## src/rtl/decoder_4to16.sv

```systemverilog
// Registered 4-to-16 one-hot decoder built from two 3-to-8 stages.
// Ports: clk, rst (sync, active-high), en, a[3:0] in; d[15:0], valid out.
//
// decoder_3to8 : en_i enables the stage, a_i selects the line, y_o is
//                the active-high one-hot result (all zero when disabled).
// decoder_4to16: ACTIVE_LOW=0 drives the selected line of d high;
//                ACTIVE_LOW=1 drives it low and every other line high.
//                d and valid are registered, one cycle after a/en.

module decoder_3to8 (
    input  logic       en_i,
    input  logic [2:0] a_i,
    output logic [7:0] y_o
);

    always_comb begin
        y_o = '0;
        if (en_i) begin
            y_o[a_i] = 1'b1;
        end
    end

endmodule

module decoder_4to16 #(
    parameter bit ACTIVE_LOW = 1'b0
) (
    input  logic        clk,
    input  logic        rst,
    input  logic        en,
    input  logic [3:0]  a,
    output logic [15:0] d,
    output logic        valid
);

    // Polarity mask: XOR turns the active-high decode into active-low,
    // and doubles as the all-deasserted value for reset and disable.
    localparam logic [15:0] POL = {16{ACTIVE_LOW}};

    logic [7:0]  lo_y;
    logic [7:0]  hi_y;
    logic        lo_en;
    logic        hi_en;
    logic [15:0] d_d;
    logic [15:0] d_q;
    logic        valid_d;
    logic        valid_q;

    // a[3] steers the global enable to exactly one stage.
    assign lo_en = en & ~a[3];
    assign hi_en = en &  a[3];

    decoder_3to8 u_lo (
        .en_i (lo_en),
        .a_i  (a[2:0]),
        .y_o  (lo_y)
    );

    decoder_3to8 u_hi (
        .en_i (hi_en),
        .a_i  (a[2:0]),
        .y_o  (hi_y)
    );

    assign d_d     = {hi_y, lo_y} ^ POL;
    assign valid_d = en;

    always_ff @(posedge clk) begin
        if (rst) begin
            d_q     <= POL;
            valid_q <= 1'b0;
        end else begin
            d_q     <= d_d;
            valid_q <= valid_d;
        end
    end

    assign d     = d_q;
    assign valid = valid_q;

endmodule

```

## config.mk

```make
export PLATFORM = sky130hd
export DESIGN_NAME = decoder_4to16
export DESIGN_NICKNAME = d
export VERILOG_FILES = /design/src/rtl/decoder_4to16.sv
export SDC_FILE = /design/constraint.sdc
export NUM_CORES = 1
export LEC_CHECK = 0
export BUFFER_PORTS_ARGS = -buffer_cell sky130_fd_sc_hd__buf_2
export CAP_MARGIN = 5
export CORE_AREA = 5 5 42 44
export CTS_CLUSTER_DIAMETER = 30
export CTS_CLUSTER_SIZE = 28
export DETAILED_ROUTE_END_ITERATION = 16
export DIE_AREA = 0 0 47 49
export PLACE_DENSITY = 0.65
export SLEW_MARGIN = 40
export SYNTH_ARGS = -nofsm -noshare
export SYNTH_HDL_FRONTEND = slang
export SYNTH_SLANG_ARGS = --single-unit
```

## constraint.sdc

```tcl
create_clock -name clk -period 1.8 [get_ports clk]
set_input_delay 0.18 -clock clk [delete_from_list [all_inputs] [get_ports clk]]
set_output_delay 0.18 -clock clk [all_outputs]
set_load 0.02 [all_outputs]
```

==> metrics, run 1 <==
GRT met1 Usage=0.107; vias per std cell=4.37; Reg area=340 um^2; CP Max Fanout=1; final hold violations=0; pins over their slew limit=0; gr usage total=0.0942; setup TNS=0 ns; startpoint class of the critical path=register; Root Driver=clkbuf_4; Pre-Repair DR Iteration Count=2; peak supply drop=496 uV; Die Ht=49 um; most used routing layer=met2; number of global-route vias before repair=381; power density over cell area=953 nW/um^2; clock buffer count from CTS=3; WHS Path Cells=2; Core Rows=14; hold endpoint=valid; initial antenna violation count=0; top post-synthesis cells by area=dfxtp_1 (71%), nor2_1 (9.4%), nand4bb_1 (4.7%); Final Cycle Share=0.525; crit path max-delay cell type=dfxtp_1; crit-path cells=buf_2; Min-Delay Path Class=in -> reg; # resized after CTS=0; Die W=47 um; Multi-input gate area=138 um^2; vias=367; Filler Cells Inserted=156; Max H-tree Level=1; RSZ-0062 raised after global routing=no; Final setup viols=0; clock sinks=17; area grow syn2layout=33.8%; syn_nets=48; maximum root-to-sink buffer count=2; GRT overflow=0; DRT Wirelength=910 um; Crit path max-delay family=flip-flops; met2 Resource Use GR=0.138; Avg WL per Cell=10.8 um; Final Critical Period=0.944 ns; FF+latch count, synth=17; Final HPWL DP=700 um; Levels on crit path=1; arrival time of the worst setup path=0.76 ns; Syn Area/Cell=11.7 um^2; Setup Buffers After CTS=0; Final #Nets=76; run status=complete, no violations; Max Cap Violations=0; Ant. Diodes=0; synthesized cell area=478 um^2; Crit Path Class=reg -> out; CP Buf/Inv Count=1; Max Freq=1.06 GHz; slowest stage delay, CP=0.33 ns; Crit. End Element=output port; Synth Instances=41; DRC viols=0; I/O pin cnt=24; first-pass GRT wire length=1.56 mm; CTS tree=built; Critical Path RT=1.62 ns; 1st-iter DRT viols=2; M3 GR Usage=0.0332; Initial Util=0.341; Slew @ Worst Pin=0.245 ns; Final ANT Viol Nets=0; clk slew on worst S/H paths=0.09 ns; Distinct cells, synth=10; Seq/Total Area, Yosys=0.712; Leak=0.307 nW; hold path startpoint=rst; hold-fix buffers at CTS=0; Worst slew margin=0.836; yosys warns=0; ratio of cells with drive above 1 in the final layout=0.412; # port buffers=23; Die ar.=2300 um^2; gpl congestion=0.707; Core Region=1400 um^2; area share of the largest cell type after synthesis=0.712; area leader, netlist=dfxtp_1; Finished Layout Cells=84; largest net degree at the start of global routing=10; cell count after placement=80
-- synth_stat cells --
| cell | count |
|---|---|
| nand4bb_1 | 2 |
| nor2_1 | 12 |
| nor3_2 | 1 |
| or4b_4 | 1 |
| nor2b_1 | 1 |
| nand4b_1 | 1 |
| nor3_1 | 3 |
| nand2b_1 | 2 |
| nand2_1 | 1 |
| dfxtp_1 | 17 |
-- area by class of cell --
| cell class | count | area share |
|---|---|---|
| well taps | 16 | 0.0313 |
| multi-input cells | 24 | 0.215 |
| flip-flops and latches | 17 | 0.532 |
| repair buffers | 23 | 0.180 |
| clock buffers | 4 | 0.0411 |
-- worst max path at each step --
stage	slack (ns)	to	start
final	0.86	d[6]	d[6]
after global routing	0.81	d[10]	d[10]
after CTS	0.85	valid	valid
after detailed placement	0.76	d[6]	a[0]
after global placement	0.76	d[6]	a[0]
after floorplan	0.91	d[0]	a[0]
-- logic make-up (layout without fill, tap and decap cells) --
kind of cell,count (synthesis),in the layout,synth area share
AND/OR/NAND/NOR,24,24,0.288
buffers and inverters,0,27,0
flip-flops,17,17,0.712
-- flip-flops by register name (all words and copies together), names as in the netlist --
register,cells
valid,1
d,16
-- metrics by stage --
step | setup slack, ns | power [mW] | hold WS, ns | util | area [um^2]
after CTS | 0.851 | 0.617 | 0.0978 | 0.456 | 639
after global placement | 0.764 | 0.428 | 0.389 | 0.438 | 613
final | 0.856 | 0.609 | 0.0999 | 0.456 | 639
after floorplan | 0.911 | 0.409 | 0.249 | - | 478
after global routing | 0.812 | 0.641 | 0.111 | 0.456 | 639
after detailed placement | 0.756 | 0.429 | 0.403 | 0.438 | 613
-- cells in the final DEF (no fill, tap or decap) --
cell type and instances:
or4b_4 1, nor3_1 3, nor2b_1 1, nand2b_1 2, nor3_2 1, clkbuf_1 1
nand2_1 1, dfxtp_1 17, nand4b_1 1, buf_2 23, nand4bb_1 2, clkbuf_4 3
nor2_1 12
-- power breakdown --
group | total [mW] | internal [mW] | switching [mW]
registers | 0.381 | 0.380 | 0.000994
clock network | 0.190 | 0.0859 | 0.104
logic | 0.0382 | 0.0143 | 0.0239
-- routing by layer --
metal,up-vias,share of wire
li1,190,-
met1,162,0.42
met2,13,0.48
met3,2,0.092
met4,0,0.013
met5,-,0
Power figures use the tool's default switching activity.
==> run 2: changes to the inputs <==
- CORE_AREA: 5 5 42 44 -> not set
- CORE_MARGIN: not set -> 5
- CORE_UTILIZATION: not set -> 36
- DIE_AREA: 0 0 47 49 -> not set
- PLACE_DENSITY: 0.65 -> 0.68
- clock period: 1.8 -> 0.81 ns (I/O delays scaled with it)
==> metrics, run 2 (synthesis results as in run 1) <==
run status=finished with violations; failing checks=negative setup slack; 1st-iter DRT viols=5 (+3); Slew @ Worst Pin=0.239 ns (-0.00516 ns); slowest stage delay, CP=0.33 ns (about the same); cell count after placement=81 (+1.3%); clock buffer count from CTS=3 (unchanged); DRC viols=0 (unchanged); Die Ht=46.4 um (-5.2%); GRT overflow=0 (unchanged); Avg WL per Cell=12.4 um (+15%); peak supply drop=879 uV (+77%); design area=781 um^2 (+22%); Pre-Repair DR Iteration Count=4 (+2); hold endpoint=d[0]; power density over cell area=1780 nW/um^2 (+87%); crit path max-delay cell type=dfxtp_2; Final Cycle Share=1.02; clock sinks=17 (unchanged); Final Power=1.39 mW (+130%); Min-Delay Path Class=in -> reg; most frequent cells in the layout=dfxtp_2 (17), buf_6 (17), nor2_1 (12); clk slew on worst S/H paths=0.09 ns (about the same); Final setup viols=10 (+10); RSZ-0062 raised after global routing=yes; Max Cap Violations=0 (unchanged); Final #Nets=78 (+2.6%); Root Driver=clkbuf_4; hold path startpoint=a[2]; Setup Buffers After CTS=0 (unchanged); Max Freq=1.21 GHz; Max H-tree Level=1 (unchanged); Worst slew margin=0.839 (+0.00346); crit-path cells=buf_6; Ant. Diodes=0 (unchanged); Crit Path Class=reg -> out; CP Buf/Inv Count=1 (unchanged); largest net degree at the start of global routing=10 (unchanged); # resized after CTS=50 (+50); I/O pin cnt=24 (unchanged); maximum root-to-sink buffer count=2 (unchanged); Core Rows=13 (-1); final hold violations=0 (unchanged); Crit. End Element=output port; initial antenna violation count=0 (unchanged); Final ANT Viol Nets=0 (unchanged); Die ar.=2160 um^2 (-6.4%); Finished Layout Cells=85 (+1.2%); Core Region=1280 um^2 (-8.3%); Critical Path RT=0.73 ns (-0.89 ns); area grow syn2layout=63.4%; CTS tree=built; Leak=0.336 nW (+9.4%); startpoint class of the critical path=register; gr usage total=0.102 (+0.00788); M3 GR Usage=0.0117 (-0.0215); pins over their slew limit=0 (unchanged); DRT Wirelength=1.06 mm (+16%); WHS Path Cells=2 (unchanged); first-pass GRT wire length=1.48 mm (-4.9%); Crit path max-delay family=flip-flops; vias per std cell=4.64 (+6.1%); flip-flop count of the largest register after layout=16 (unchanged); ratio of cells with drive above 1 in the final layout=0.671 (+0.260); CP Max Fanout=1 (unchanged); arrival time of the worst setup path=0.74 ns (-0.02 ns); Placed Area=627 um^2 (+2.2%); number of global-route vias before repair=365 (-4.2%); Final HPWL DP=732 um (+4.5%); PnR worst setup slack=-0.0157 ns (-0.872 ns); gpl congestion=0.719 (+1.7%); vias=394 (+7.4%); met2 Resource Use GR=0.170 (+0.0323); Die W=46.4 um (-1.2%); most used routing layer=met2; Final Critical Period=0.826 ns; # port buffers=23 (unchanged); Initial Util=0.372 (+0.0309); hold-fix buffers at CTS=0 (unchanged); GRT met1 Usage=0.113 (+0.00609); setup TNS=-0.0538 ns (-0.0538 ns)
run 2: layout make-up:
cell class / count / area [um^2]
tap: 15 / 18.8
timing repair buffer: 25 / 236
clock buffer: 4 / 26.3
sequential: 17 / 362
multi-input combinational: 24 / 138
fill: 115 / 504
run 2: worst max path at each step:
stage / end / from / depth (start not counted) / slack (ns)
global placement: d[0] / a[0] / 3 / -0.12
finish: d[7] / d[7] / 1 / -0.02
CTS: d[15] / d[15] / 1 / -0.01
detailed placement: d[0] / a[0] / 3 / -0.13
floorplan: d[0] / a[0] / 2 / 0.02
global route: d[7] / d[7] / 1 / -0.03
run 2: layer usage:
metal | routed length, um | share of wire | up-vias
li1 | - | - | 196
met1 | 407 | 0.38 | 178
met2 | 546 | 0.52 | 18
met3 | 88 | 0.083 | 2
met4 | 15 | 0.014 | 0
met5 | 0 | 0 | -
run 2: power by group:
part	leakage (nW)	switching, mW	internal [mW]	total [mW]
Clock	0.0150	0.242	0.191	0.434
Sequential	0.146	0.00481	0.847	0.852
Combinational	0.175	0.0550	0.0498	0.105
run 2: through the flow:
stage	setup WS (ns)	util	hold WS, ns
finish	-0.0157	0.608	0.0431
global route	-0.0321	0.608	0.0357
CTS	-0.0129	0.607	0.0353
detailed placement	-0.134	0.488	0.348
global placement	-0.118	0.488	0.344
floorplan	0.0200	-	0.150
